[src/rtl/tug_scorer_pkg.sv]
// Shared game definitions: FSM state encoding, rope-position constants and the LED decode helper.
package tug_scorer_pkg;

  localparam int unsigned POS_W = 4;
  localparam int unsigned LED_W = 9;

  localparam logic [POS_W-1:0] POS_CENTER = POS_W'(4);
  localparam logic [POS_W-1:0] POS_MAX    = POS_W'(8);

  typedef enum logic [1:0] {
    StArmed,
    StGo,
    StScored,
    StDone
  } state_e;

  // One-hot rope LED pattern for a position; bit 0 is the left end.
  function automatic logic [LED_W-1:0] pos_to_leds(input logic [POS_W-1:0] pos);
    return LED_W'(1) << pos;
  endfunction

endpackage

[src/rtl/tug_scorer_pb_sync.sv]
// Pushbutton conditioner: two-flop synchroniser followed by a registered rising-edge detector.
// A raw rise produces a one-cycle press pulse three clock edges later.
module pb_sync (
  input  logic clk,
  input  logic rst,
  input  logic pb,
  output logic press
);

  logic sync1_q, sync2_q, prev_q, press_q;

  // Synchronise the raw button and register the rising edge.
  always_ff @(posedge clk) begin
    if (rst) begin
      sync1_q <= 1'b0;
      sync2_q <= 1'b0;
      prev_q  <= 1'b0;
      press_q <= 1'b0;
    end else begin
      sync1_q <= pb;
      sync2_q <= sync1_q;
      prev_q  <= sync2_q;
      press_q <= sync2_q & ~prev_q;
    end
  end

  assign press = press_q;

endmodule

[src/rtl/tug_scorer.sv]
// Tug-of-war scorer: conditions both player buttons, runs the round FSM and tracks the rope
// position shown on a one-hot LED bar until one end is reached.
module tug_scorer
  import tug_scorer_pkg::*;
(
  input  logic             clk,
  input  logic             rst,
  input  logic             pbl,
  input  logic             pbr,
  input  logic             leds_on,
  input  logic             clear,
  output logic             winrnd,
  output logic [LED_W-1:0] leds,
  output logic             game_over,
  output logic             winner
);

  logic press_l, press_r;

  pb_sync u_sync_l (
    .clk   (clk),
    .rst   (rst),
    .pb    (pbl),
    .press (press_l)
  );

  pb_sync u_sync_r (
    .clk   (clk),
    .rst   (rst),
    .pb    (pbr),
    .press (press_r)
  );

  state_e             state_q, state_d;
  logic [POS_W-1:0]   pos_q, pos_d;
  logic [LED_W-1:0]   leds_q;
  logic               winrnd_q, winrnd_d;

  // Next-state, position update and round-decided pulse.
  always_comb begin
    state_d  = state_q;
    pos_d    = pos_q;
    winrnd_d = 1'b0;
    case (state_q)
      StArmed: begin
        if (clear) begin
          state_d = StArmed;
        end else if (press_l && press_r) begin
          state_d  = StScored;
          winrnd_d = 1'b1;
        end else if (press_l) begin
          // Early press is a foul: the opponent scores.
          pos_d    = pos_q + POS_W'(1);
          state_d  = StScored;
          winrnd_d = 1'b1;
        end else if (press_r) begin
          pos_d    = pos_q - POS_W'(1);
          state_d  = StScored;
          winrnd_d = 1'b1;
        end else if (leds_on) begin
          state_d = StGo;
        end
      end
      StGo: begin
        if (clear) begin
          state_d = StArmed;
        end else if (press_l && press_r) begin
          state_d  = StScored;
          winrnd_d = 1'b1;
        end else if (press_l) begin
          pos_d    = pos_q - POS_W'(1);
          state_d  = StScored;
          winrnd_d = 1'b1;
        end else if (press_r) begin
          pos_d    = pos_q + POS_W'(1);
          state_d  = StScored;
          winrnd_d = 1'b1;
        end else if (!leds_on) begin
          state_d = StArmed;
        end
      end
      StScored: begin
        // Reaching an end wins the game; this takes precedence over re-arming.
        if (pos_q == '0 || pos_q == POS_MAX) begin
          state_d = StDone;
        end else if (clear) begin
          state_d = StArmed;
        end
      end
      StDone: begin
        state_d = StDone;
      end
      default: begin
        state_d = StArmed;
      end
    endcase
  end

  // State, position, LED and pulse registers.
  always_ff @(posedge clk) begin
    if (rst) begin
      state_q  <= StArmed;
      pos_q    <= POS_CENTER;
      leds_q   <= pos_to_leds(POS_CENTER);
      winrnd_q <= 1'b0;
    end else begin
      state_q  <= state_d;
      pos_q    <= pos_d;
      leds_q   <= pos_to_leds(pos_d);
      winrnd_q <= winrnd_d;
    end
  end

  assign winrnd    = winrnd_q;
  assign leds      = leds_q;
  assign game_over = (state_q == StDone);
  assign winner    = game_over && (pos_q == POS_MAX);

endmodule

[config.mk]
export PLATFORM = sky130hd
export DESIGN_NAME = tug_scorer
export DESIGN_NICKNAME = d
export VERILOG_FILES = /design/src/rtl/tug_scorer_pkg.sv /design/src/rtl/tug_scorer_pb_sync.sv /design/src/rtl/tug_scorer.sv
export SDC_FILE = /design/constraint.sdc
export NUM_CORES = 1
export LEC_CHECK = 0
export BUFFER_PORTS_ARGS = -buffer_cell sky130_fd_sc_hd__buf_2
export CAP_MARGIN = 20
export CORE_ASPECT_RATIO = 0.6
export CORE_MARGIN = 1
export CORE_UTILIZATION = 40
export DETAILED_ROUTE_END_ITERATION = 8
export PLACE_DENSITY = 0.6
export SLEW_MARGIN = 20
export SYNTH_ARGS = -nofsm -noshare
export SYNTH_HDL_FRONTEND = slang
export SYNTH_SLANG_ARGS = --single-unit
export TNS_END_PERCENT = 10
[constraint.sdc]
create_clock -name clk -period 3 [get_ports clk]
set_input_delay 0.15 -clock clk [delete_from_list [all_inputs] [get_ports clk]]
set_output_delay 0.15 -clock clk [all_outputs]
set_load 0.1 [all_outputs]
# Word-level counts from Yosys, hierarchy flattened
# Index checks and enable logic that the tools add are counted.
[classes]
addsub = 2
n_eq_ne = 7
n_shift = 1
muxes = 25
bitwise_logic = 5
n_reduce_logical = 8
[ops]
columns = ["op", "count"]
rows = [
  ["$mux 4", 8],
  ["$mux 2", 12],
  ["$ne 6x4->1 const B", 2],
  ["$shl 1x4->9 const A", 1],
  ["$pmux 2 s4", 1],
  ["$pmux 4 s2", 1],
  ["$add 4x1->4 const B", 1],
  ["$eq 2x2->1 const B", 2],
  ["$eq 4x4->1 const B", 1],
  ["$logic_not 4->1", 1],
  ["$sub 4x1->4 const B", 1],
  ["$mux 1", 3],
  ["$ne 3x3->1 const B", 1],
  ["$not 1->1", 3],
  ["$reduce_and 3->1", 1],
  ["$reduce_or 3->1", 1],
  ["$and 1x1->1", 2],
  ["$eq 2x1->1 const B", 1],
  ["$logic_and 1x1->1", 2],
  ["$logic_not 2->1", 1],
  ["$reduce_or 2->1", 1],
  ["$logic_or 1x1->1", 1],
]
[totals]
regBits = 24
inputBits = 6
out_inout_bits = 12
elab_cells = 60

# Depth between registers and ports, before layout
[logic_depth]
word_depth = 7
ltp_mapped = 8
mapped_depth_nobuf = 7

# By module
# Synthesis repeated with hierarchy kept, for this count alone.
[unflattened]
hier_cells = 114
area_unflattened_um2 = 1127.3
[modules_own_cells]
columns = ["mod", "n_inst", "cells_per_inst", "area_each_um2", "seq_area_each_um2"]
rows = [
  ["tug_scorer", 1, 98, 904.6, 320.3],
  ["pb_sync", 2, 8, 111.4, 80.1],
]

# Worst setup path after synthesis
# No wires, ideal clock.
[synth_path]
path_type = "reg-to-output"
start = "register state_q[0]"
end = "output winner"
arrival_time_ps = 2156
t_required_ps = 2850
slack_ps = 694
path_stages_with_launch = 4
n_path_buf = 1
cell_sequence = "dfxtp_1 > buf_2 > and2_1 > and3_1"
[synth_via]
elab_chain_cells = 2
[synth_lines]
columns = ["element", "line_no", "rtl"]
rows = [
  ["start: declaration", "tug_scorer.sv:34", "state_e state_q, state_d;"],
  ["start signal: assignment", "tug_scorer.sv:102", "state_q <= StArmed;"],
  ["start signal: assignment", "tug_scorer.sv:107", "state_q <= state_d;"],
  ["$eq 2x2->1", "tug_scorer.sv:116", "assign game_over = (state_q == StDone);"],
  ["via game_over", "tug_scorer.sv:14", "output logic game_over,"],
  ["$logic_and 1x1->1", "tug_scorer.sv:117", "assign winner = game_over && (pos_q == POS_MAX);"],
  ["end: declaration", "tug_scorer.sv:15", "output logic winner"],
]
# The timed path passes the listed nets, and every way through them passes these cells.

# Worst setup path in the final report
[layout_path]
start = "register pos_q[0]"
end = "register leds_q[2] (netlist: leds[2])"
[layout_via]
elab_chain_cells = 7
elab_cells_between_ends = 12
classes_between = "add/sub: 2; shift: 1; mux: 9"
[layout_lines]
columns = ["element", "line_no", "rtl"]
rows = [
  ["start: declaration", "tug_scorer.sv:35", "logic [POS_W-1:0] pos_q, pos_d;"],
  ["start signal: assignment", "tug_scorer.sv:108", "pos_q <= pos_d;"],
  ["$add 4x1->4 or $sub 4x1->4 (tied branches)", "--", ""],
  ["$mux 4 (on tied branches)", "tug_scorer.sv:74, tug_scorer.sv:56", ""],
  ["$mux 4 (on tied branches)", "tug_scorer.sv:70, tug_scorer.sv:51", ""],
  ["$mux 4 (on tied branches)", "tug_scorer.sv:67, tug_scorer.sv:48", ""],
  ["$mux 4 (on tied branches)", "tug_scorer.sv:65, tug_scorer.sv:46", ""],
  ["$pmux 4 s2 (*)", "tug_scorer.sv:44", "case (state_q)"],
  ["$shl 1x4->9 (*)", "tug_scorer_pkg.sv:19", "return LED_W'(1) << pos;"],
  ["end signal: assignment", "tug_scorer.sv:104", "leds_q <= pos_to_leds(POS_CENTER);"],
  ["end signal: assignment", "tug_scorer.sv:109", "leds_q <= pos_to_leds(pos_d);"],
  ["end: declaration", "tug_scorer.sv:36", "logic [LED_W-1:0] leds_q;"],
]
# Mark *: on every way between the ends. The rest lies on a longest branch, timed or not.
# A chain may end at the register's enable or synchronous reset.

==> flow_summary.toml <==
[run_status]
status = "completed"

[cts]
cts_tree = "yes"
clkLatencyLatePin_ns = 0.26
cts_root_buffer = "clkbuf_8"
clk_pin_slew_ns = 0.08
h-tree-depth = 1
clockBufferDepth = 2
cts_made_buffers = 3
cts_hold_buf = 0
clock-sinks = 24
cts_setup_buffers = 0
post_cts_resized = 0

[logic_synthesis]
yosys-mux-area-fraction = 0.0211
synth_top_family_by_area = "simple AND/OR/NAND/NOR gates"
synth_fa_ha_area_frac = 0.0264
synth_nets = 98
yosysSeqAreaShare = 0.507
synth_compound_area_frac = 0.0712
syn_area_per_cell_um2 = 10.5
synth-simple-area-share = 0.269
syn_inst = 90
ys_ff_latch = 24
syn_area_um2 = 948
synth_xor_area_frac = 0.0805
ys_warn_count = 0
ys_types = 32

[route]
drt-vias-per-instance = 4.86
ant_nets = 0
dr.pass1.iters = 4
drc = 0
drt_iter0_drc = 24
num_vias = 671
wl_per_cell_um = 12.0
drt-total-wl_um = 1650

[setup_path]
r2r-start = "pos_q[0]"
critical_path_required_ns = 3.18
worstPathArrival_ns = 1.99
crit_type = "register to register"
crit_path_start_kind = "register"
critPathMaxFanout = 6
worstSetupEndpointType = "register"
reg2reg_depth = 7
timing.rr.end = "leds[2]"
r2r_slack_ns = 1.19

[timing]
final_max_slew_viol_count = 0
setup_tns_ns = 0
hold_viol = 0
finalCritPeriodShare = 0.605
worst_pin_slew_ns = 0.493
clock_skew_ns = 0.00239
min_period_ns = 1.81
max_freq_mhz = 551
rsz0062_at_grt = "no"
setup_violations = 0
maxSlewHeadroom = 0.674

[final_layout]
final_common_cell = "dfxtp_1"
layout.cells.non_filler = 138
utilization = 0.515
final_cell_area_um2 = 1130
antenna_cells = 0
fillCellCount = 203
largest_reg_flops = 9
mostFrequentLayoutCells = "dfxtp_1, buf_2, nor4_1, nor2b_1, nor2_1"
drive_gt1_frac = 0.287
nets = 117
syn_to_final_growth_pct = 19.1

[power]
total_leakage_power_nw = 0.482
finalPower_w = 0.000691
irDropWorstVdd_mv = 0.450
power.density_nw_per_um2 = 611

[hold_path]
min_from = "pbl"
hold-path-endpoint = "u_sync_l.sync1_q"
min_path_type = "input pin to register"
hold_depth = 2

[placed_design]
port_buffers = 17
dp_hpwl_um = 1180
dpl_cell_area_um2 = 1060
gp_congestion = 0.759
placed_cells = 134

[global_routing]
grt_pass1_vias = 561
grt_pass1_wl_um = 2720
grt.total_usage = 0.150
grt_max_degree = 16
overflow = 0
antenna_found_initial = 0

[die]
die_w_um = 64.9
coreArea_um2 = 2200
rows = 13
die-area_um2 = 2580
die_h_um = 39.7
initial_core_util = 0.432
io_pins = 18

[run]
drv_cap = 0
-- Yosys cell counts --
| master | instances | share of area |
|---|---|---|
| a211o_1 | 1 | 0.0092 |
| a21oi_1 | 2 | 0.011 |
| a41o_1 | 1 | 0.011 |
| and2_1 | 2 | 0.013 |
| and2b_2 | 1 | 0.0092 |
| and3_1 | 1 | 0.0066 |
| buf_2 | 1 | 0.0053 |
| clkbuf_1 | 2 | 0.0079 |
| dfxtp_1 | 24 | 0.51 |
| ha_1 | 2 | 0.026 |
| inv_1 | 3 | 0.012 |
| mux2i_1 | 2 | 0.021 |
| nand2_1 | 4 | 0.016 |
| nand2b_1 | 2 | 0.013 |
| nand2b_2 | 1 | 0.0092 |
| nand2b_4 | 1 | 0.015 |
| nand3_1 | 2 | 0.011 |
| nor2_1 | 7 | 0.028 |
| nor2_4 | 1 | 0.012 |
| nor2b_1 | 8 | 0.053 |
| nor4_1 | 8 | 0.053 |
| nor4_2 | 1 | 0.013 |
| o211ai_2 | 1 | 0.013 |
| o21ai_0 | 1 | 0.0053 |
| o221ai_2 | 1 | 0.016 |
| o22ai_1 | 1 | 0.0066 |
| or2_1 | 1 | 0.0066 |
| or3_4 | 1 | 0.012 |
| xnor2_1 | 3 | 0.028 |
| xnor2_2 | 1 | 0.017 |
| xor2_1 | 2 | 0.018 |
| xor2_2 | 1 | 0.017 |
-- stage by stage --
step | hold WS (ns) | setup slack (ns)
floorplan | 0.222 | 0.694
global placement | 0.360 | 1.22
detailed placement | 0.365 | 1.21
CTS | 0.0852 | 1.18
global route | 0.0880 | 0.996
finish | 0.0854 | 1.19
-- power by group --
group	leakage [nW]	switching [W]	internal (W)
registers	0.195	0.00000721	0.000329
clock network	0.0357	0.000101	0.000178
logic	0.251	0.0000534	0.0000221
-- worst max-delay path, stage by stage (launching register included) --
cell and delay [ns]:
dfxtp_1 0.38, inv_1 0.09, ha_1 0.31, xnor2_1 0.17, mux2i_1 0.20, nand2_1 0.08
and2_1 0.24, nor4_1 0.26
-- layer usage --
| layer | track usage | share of wire | up-vias |
|---|---|---|---|
| li1 | - | - | 342 |
| met1 | 0.203 | 0.52 | 308 |
| met2 | 0.219 | 0.42 | 19 |
| met3 | 0.0610 | 0.055 | 2 |
| met4 | 0.0333 | 0.0079 | 0 |
| met5 | 0 | 0 | - |
-- cell families (layout without fill, tap and decap cells) --
family	count (synthesis)	count (layout)
AOI/OAI and AO/OA	8	8
xor gates and xnor gates	7	7
adders and majority gates	2	2
buffers and inverters	6	24
DFF	24	24
muxes	2	2
and+or+nand+nor	41	41
-- area by class of cell --
| cell class | count | area [µm²] | share of cell area |
|---|---|---|---|
| Multi-Input combinational cell | 60 | 444 | 0.393 |
| Sequential cell | 24 | 480 | 0.425 |
| Clock buffer | 3 | 41.3 | 0.0365 |
| Timing Repair Buffer | 17 | 85.1 | 0.0753 |
| Inverter | 3 | 11.3 | 0.00997 |
| Tap cell | 30 | 37.5 | 0.0332 |
| Clock inverter | 1 | 30.0 | 0.0266 |
-- worst max path at each step --
| stage | startpoint | endpoint | slack (ns) | cells after the start |
|---|---|---|---|---|
| 2_1_floorplan | state_q[0] | winner | 0.69 | 3 |
| 5_1_grt | pos_q[0] | leds[3] | 1.0 | 7 |
| 3_3_place_gp | pos_q[0] | leds[3] | 1.22 | 7 |
| 4_1_cts | pos_q[0] | leds[2] | 1.18 | 7 |
| 6_report | pos_q[0] | leds[2] | 1.19 | 7 |
| 3_5_place_dp | pos_q[0] | leds[2] | 1.21 | 7 |
Power figures use the tool's default switching activity.
